[config.mk]
export PLATFORM = sky130hd
export DESIGN_NAME = oven_sequencer_flat
export DESIGN_NICKNAME = d
export VERILOG_FILES = /design/src/rtl/oven_sequencer_if.sv /design/src/rtl/oven_sequencer.sv /design/src/flat_wrapper.sv
export SDC_FILE = /design/constraint.sdc
export NUM_CORES = 1
export LEC_CHECK = 0
export BUFFER_PORTS_ARGS = -buffer_cell sky130_fd_sc_hd__buf_2
export CAP_MARGIN = 20
export CORE_UTILIZATION = 61
export DETAILED_ROUTE_END_ITERATION = 7
export GPL_TIMING_DRIVEN = 0
export PLACE_DENSITY = 0.84
export SETUP_SLACK_MARGIN = 0.1
export SLEW_MARGIN = 0
export SYNTH_ARGS = -nofsm -noshare
export SYNTH_HDL_FRONTEND = slang
export SYNTH_SLANG_ARGS = --single-unit
[constraint.sdc]
create_clock -name clk -period 4.8 [get_ports clk]
set_input_delay 0.96 -clock clk [delete_from_list [all_inputs] [get_ports clk]]
set_output_delay 0.96 -clock clk [all_outputs]
set_load 0.005 [all_outputs]
[src/rtl/oven_sequencer_if.sv]
// oven_sequencer_if: control, sensor and status bundle of the oven sequencer
//   master: drives power, buttons and cur_temp; observes status
//   slave : the sequencer; drives heat_en, target_temp, time_left, state, done, tick
interface oven_sequencer_if;
  logic        power;
  logic        start;
  logic        cancel;
  logic        temp_up;
  logic        temp_dn;
  logic        time_up;
  logic        time_dn;
  logic [10:0] cur_temp;
  logic        heat_en;
  logic [10:0] target_temp;
  logic [11:0] time_left;
  logic [2:0]  state;
  logic        done;
  logic        tick;
  modport master (
    output power, start, cancel, temp_up, temp_dn, time_up, time_dn, cur_temp,
    input  heat_en, target_temp, time_left, state, done, tick
  );
  modport slave (
    input  power, start, cancel, temp_up, temp_dn, time_up, time_dn, cur_temp,
    output heat_en, target_temp, time_left, state, done, tick
  );
endinterface

[src/rtl/oven_sequencer.sv]
// oven_sequencer: oven setpoint/timer FSM with hysteresis thermostat and 1 Hz tick
//   clk, rst_n : clock, async active-low reset
//   bus        : oven_sequencer_if.slave (power, buttons, cur_temp in; heat_en,
//                target_temp, time_left, state, done, tick out)
module oven_sequencer #(
  parameter int TICK_DIV = 50000000,
  parameter int TEMP_MIN = 60,
  parameter int TEMP_MAX = 900,
  parameter int HYST     = 5,
  parameter int TIME_MAX = 3600
) (
  input logic             clk,
  input logic             rst_n,
  oven_sequencer_if.slave bus
);
  localparam int CW = TICK_DIV > 1 ? $clog2(TICK_DIV) : 1;
  localparam logic [CW-1:0] CNT_LAST = CW'(TICK_DIV - 1);
  typedef enum logic [2:0] {
    S_OFF     = 3'd0,
    S_IDLE    = 3'd1,
    S_PREHEAT = 3'd2,
    S_BAKE    = 3'd3,
    S_DONE    = 3'd4
  } state_e;
  state_e        state_q, state_d;
  logic          heat_q, heat_d, done_q, done_d, tick_q;
  logic [10:0]   target_q, target_d, tgt_inc, tgt_dec, tgt_adj;
  logic [11:0]   time_q, time_d, t_base, t_inc, t_dec, t_adj;
  logic [CW-1:0] cnt_q;
  logic [5:0]    btn, btn_q, edg;
  logic          warm, hot;
  assign btn = {bus.start, bus.cancel, bus.temp_up, bus.temp_dn, bus.time_up, bus.time_dn};
  assign edg = btn & ~btn_q;
  // cur >= target-HYST, rearranged so the subtraction can never wrap
  assign warm = {1'b0, bus.cur_temp} + 12'(HYST) >= {1'b0, target_q};
  assign hot  = bus.cur_temp >= target_q;
  assign tgt_inc = target_q + 11'd10 > 11'(TEMP_MAX) ? 11'(TEMP_MAX) : target_q + 11'd10;
  assign tgt_dec = target_q < 11'(TEMP_MIN + 10) ? 11'(TEMP_MIN) : target_q - 11'd10;
  assign tgt_adj = edg[3] ^ edg[2] ? (edg[3] ? tgt_inc : tgt_dec) : target_q;
  // tick decrement lands first, then the button adjustment and its clamp
  assign t_base = state_q == S_BAKE && tick_q && time_q != 12'd0 ? time_q - 12'd1 : time_q;
  assign t_inc  = t_base + 12'd60 > 12'(TIME_MAX) ? 12'(TIME_MAX) : t_base + 12'd60;
  assign t_dec  = t_base < 12'd60 ? t_base : t_base - 12'd60;
  assign t_adj  = edg[1] ^ edg[0] ? (edg[1] ? t_inc : t_dec) : t_base;
  always_comb begin
    state_d  = state_q;
    heat_d   = heat_q;
    done_d   = done_q;
    target_d = target_q;
    time_d   = time_q;
    if (!bus.power) begin
      state_d = S_OFF;
      heat_d  = 1'b0;
      done_d  = 1'b0;
    end else begin
      case (state_q)
        S_OFF: state_d = S_IDLE;
        S_IDLE: begin
          target_d = tgt_adj;
          time_d   = t_adj;
          if (edg[5] && time_q != 12'd0) begin
            state_d = S_PREHEAT;
            heat_d  = 1'b1;
          end
        end
        S_PREHEAT: begin
          if (edg[4]) begin
            state_d = S_IDLE;
            heat_d  = 1'b0;
            time_d  = '0;
          end else if (warm) begin
            state_d = S_BAKE;
            heat_d  = !hot;
          end
        end
        S_BAKE: begin
          if (edg[4]) begin
            state_d = S_IDLE;
            heat_d  = 1'b0;
            time_d  = '0;
          end else begin
            time_d = t_adj;
            heat_d = !warm ? 1'b1 : hot ? 1'b0 : heat_q;
            if (t_adj == 12'd0) begin
              state_d = S_DONE;
              heat_d  = 1'b0;
              done_d  = 1'b1;
            end
          end
        end
        S_DONE: begin
          if (|edg) begin
            state_d = S_IDLE;
            done_d  = 1'b0;
          end
        end
        default: state_d = S_OFF;
      endcase
    end
  end
  always_ff @(posedge clk or negedge rst_n) begin
    if (!rst_n) begin
      state_q  <= S_OFF;
      heat_q   <= 1'b0;
      done_q   <= 1'b0;
      tick_q   <= 1'b0;
      target_q <= 11'd300;
      time_q   <= '0;
      cnt_q    <= '0;
      btn_q    <= '0;
    end else begin
      state_q  <= state_d;
      heat_q   <= heat_d;
      done_q   <= done_d;
      tick_q   <= cnt_q == CNT_LAST;
      target_q <= target_d;
      time_q   <= time_d;
      cnt_q    <= cnt_q == CNT_LAST ? '0 : cnt_q + 1'b1;
      btn_q    <= btn;
    end
  end
  assign bus.state       = state_q;
  assign bus.heat_en     = heat_q;
  assign bus.done        = done_q;
  assign bus.tick        = tick_q;
  assign bus.target_temp = target_q;
  assign bus.time_left   = time_q;
endmodule

[src/flat_wrapper.sv]
// flat-port wrapper written by rule: the top's interface ports become plain ports
module oven_sequencer_flat 
#(
  parameter int TICK_DIV = 50000000,
  parameter int TEMP_MIN = 60,
  parameter int TEMP_MAX = 900,
  parameter int HYST     = 5,
  parameter int TIME_MAX = 3600
)
  (clk, rst_n, bus_power, bus_start, bus_cancel, bus_temp_up, bus_temp_dn, bus_time_up, bus_time_dn, bus_cur_temp, bus_heat_en, bus_target_temp, bus_time_left, bus_state, bus_done, bus_tick);
  oven_sequencer_if bus_i ();
  input logic clk;
  input logic rst_n;
  input wire logic [$bits(bus_i.power)-1:0] bus_power;
  input wire logic [$bits(bus_i.start)-1:0] bus_start;
  input wire logic [$bits(bus_i.cancel)-1:0] bus_cancel;
  input wire logic [$bits(bus_i.temp_up)-1:0] bus_temp_up;
  input wire logic [$bits(bus_i.temp_dn)-1:0] bus_temp_dn;
  input wire logic [$bits(bus_i.time_up)-1:0] bus_time_up;
  input wire logic [$bits(bus_i.time_dn)-1:0] bus_time_dn;
  input wire logic [$bits(bus_i.cur_temp)-1:0] bus_cur_temp;
  output wire logic [$bits(bus_i.heat_en)-1:0] bus_heat_en;
  output wire logic [$bits(bus_i.target_temp)-1:0] bus_target_temp;
  output wire logic [$bits(bus_i.time_left)-1:0] bus_time_left;
  output wire logic [$bits(bus_i.state)-1:0] bus_state;
  output wire logic [$bits(bus_i.done)-1:0] bus_done;
  output wire logic [$bits(bus_i.tick)-1:0] bus_tick;
  assign bus_i.power = bus_power;
  assign bus_i.start = bus_start;
  assign bus_i.cancel = bus_cancel;
  assign bus_i.temp_up = bus_temp_up;
  assign bus_i.temp_dn = bus_temp_dn;
  assign bus_i.time_up = bus_time_up;
  assign bus_i.time_dn = bus_time_dn;
  assign bus_i.cur_temp = bus_cur_temp;
  assign bus_heat_en = bus_i.heat_en;
  assign bus_target_temp = bus_i.target_temp;
  assign bus_time_left = bus_i.time_left;
  assign bus_state = bus_i.state;
  assign bus_done = bus_i.done;
  assign bus_tick = bus_i.tick;
  oven_sequencer #(.TICK_DIV(TICK_DIV), .TEMP_MIN(TEMP_MIN), .TEMP_MAX(TEMP_MAX), .HYST(HYST), .TIME_MAX(TIME_MAX)) u_core (.clk(clk), .rst_n(rst_n), .bus(bus_i));
endmodule
==> reports/results.ini <==
[route]
drc=0
antenna_left=0
drt-pass1-iter-count=5
vias=5109
via_per_inst=6.53
drtIter0Drc=437
routedWlPerCell_um=17.7
wl_um=13800

[layout]
ff_latch_area_mm2=0.00151
area_growth_pct=13.3
final_cell_mix=56 x nand2_1, 56 x nor2_1, 54 x dfrtp_1
final_nets=725
drive_above_1_share=0.169
fillers=635
diodes=0
multi_input_area_mm2=0.00342

[clocking]
cts_buffers=9
cts_sinks=60
holdBufCountCts=0
clkLatencyLatePin_ns=0.33
cts_tree=built
cts_max_path_buffers=2
cts.clk_slew.worst_paths_ns=0.07
cts_htree_levels=3
cts_root_buf=clkbuf_8

[place]
port_buffers=46
hpwl_um=10200
gp_congestion=0.949

[logic_synthesis]
syn-num-nets=659
synth_area_leaders=dfrtp_1 28%, ha_1 7.4%, xnor2_1 5.7%, nand2_1 4.2%, nor2_1 4.2%
yosysTopAreaCell=dfrtp_1
yosys_warnings=0
netlist.area_leader.share=0.277
syn_inst=609
synth-edff-count=0
synth_top_flop_cell=dfrtp_1
syn_area_per_cell_um2=8.30
async_flop_share=1.00
ys_seq_area_frac=0.298
synth-seq-cells=60
syn-cell-area_mm2=0.00506
ys_types=78

[global_route]
overflow=0
grt.total_usage=0.328
grt_pass1_vias=4712
antenna_found_initial=0
grt_first_pass_wirelength_um=22600
grt_max_degree=37

[timing]
fin_tns_setup_ns=0
tightest_slew_ns=1.05
hold_viol=0
slew_viol_final=0
setup_viol=0
grt_setup_unrepaired=false
finalCritPeriodShare=0.949
slew_headroom=0.292
fin_crit_ns=4.56
clock_skew_ns=0.0105
fmax_ghz=0.220

[critical_path]
crit_fanout=10
end_kind=flop
cp.required_ns=5.02
cp.arrival_ns=4.77
critPathLaunchType=flop
reg2reg_slack_ns=0.24
critPathKind=reg -> reg

[power_and_ir_drop]
total_leakage_power_nw=2.39
powerDensity_mw_per_mm2=510
ir_drop_mv=0.366
p_total_mw=2.92

[die]
die_h_um=93.1
fp.dieW_um=93.1
std_cell_rows=32
num_io_pins=49
dieArea_mm2=0.00866
start_util=0.641
core_mm2=0.00789

[status]
outcome=finished, final reports clean

[hold_path]
hp-class=reg -> reg

[job]
maxCapViolCount=0

-- power breakdown --
part	switching (mW)	internal, mW	total (mW)	leakage (nW)
Combinational	1.08	0.710	1.79	1.54
Sequential	0.139	0.601	0.740	0.772
Clock	0.205	0.189	0.394	0.0799
-- area by class of cell --
type / instances / area share
inverters: 26 / 0.0170
repair buffers: 55 / 0.0537
plain buffers: 21 / 0.0166
clock inverters: 5 / 0.00655
flip-flops and latches: 60 / 0.263
clock buffers: 11 / 0.0229
well taps: 102 / 0.0223
multi-input cells: 502 / 0.597
-- cell families after synthesis --
kind of cell             count (synthesis)  synth area share
AO/OA/AOI/OAI                          170             0.235
XOR/XNOR                                47            0.0814
adder cells (fa/ha/maj)                 30            0.0742
buffers and inverters                   47            0.0374
flip-flops                              60             0.298
multiplexers                             9            0.0190
other                                    1          0.000741
AND/OR/NAND/NOR                        245             0.255
-- worst max-delay path: stages, from the launching register on --
cell      delay, ns
dfrtp_1        0.45
inv_1          0.09
ha_1           0.21
or3b_2         0.52
nor3_2         0.19
clkbuf_4       0.26
o211ai_1       0.18
a311oi_4       0.37
mux2_2         0.37
o22a_1         0.23
or3_4          0.42
a311o_1        0.36
a211oi_2       0.26
nand3_2        0.18
a221o_1        0.35
-- metrics by stage --
| stage | instance area, um2 | hold WS (ns) | worst slack [ns] | utilization | std cells |
|---|---|---|---|---|---|
| floorplan | 5060 | 0.433 | 0.699 | - | 609 |
| global placement | 5420 | 0.448 | -0.0687 | 0.687 | 757 |
| detailed placement | 5440 | 0.459 | -0.113 | 0.689 | 758 |
| CTS | 5640 | 0.471 | 0.128 | 0.714 | 776 |
| global route | 5730 | 0.493 | 0.0589 | 0.726 | 782 |
| finish | 5730 | 0.467 | 0.245 | 0.726 | 782 |
-- worst paths after layout --
kind                                    startpoint                   endpoint  cells after the start
min in group asynchronous                    rst_n            u_core.btn_q[4]                      1
setup / recovery           u_core.bus.time_left[1]        u_core.bus.state[1]                     14
hold reg to reg                    u_core.cnt_q[0]            u_core.cnt_q[0]                      1
setup reg to reg           u_core.bus.time_left[1]        u_core.bus.state[1]                     14
hold / removal                     u_core.cnt_q[0]            u_core.cnt_q[0]                      1
max in group asynchronous                    rst_n  u_core.bus.target_temp[8]                      2
-- metal layers --
layer	GRT usage	up-vias	part of all wire
li1	-	2411	-
met1	0.447	2399	0.43
met2	0.519	265	0.46
met3	0.0561	34	0.073
met4	0.129	0	0.030
met5	0	-	0
-- registers in the layout, indices dropped and copies added (netlist names) --
name	cells
u_core.bus.time_left	12
u_core.btn_q	6
u_core.bus.heat_en	1
u_core.bus.state	3
u_core.cnt_q	26
u_core.bus.done	1
u_core.bus.tick	1
u_core.bus.target_temp	10
-- repair_timing --
action | 4_1_cts | 5_1_grt
buffers inserted | 2 | 5
pin swaps | 0 | 2
gates resized for setup | 3 | 11
setup endpoints to repair | 5 | 6
gates cloned | 0 | 0
-- Yosys cell counts, types with 5 or more instances --
library cell	number
o211ai_1	13
xor2_1	14
or3_1	9
o21ai_0	38
nor3_1	22
clkbuf_1	15
xnor2_1	33
nand4_1	12
dfrtp_1	56
nor2b_1	6
o31ai_1	5
nand2b_1	8
nor4_1	14
a31oi_1	17
a22o_1	5
inv_1	22
nor2_1	56
nand2_1	56
and3_1	7
nand3_1	28
ha_1	30
o21a_1	11
a21oi_1	29
No activity file was read; power rests on OpenSTA's default activity.
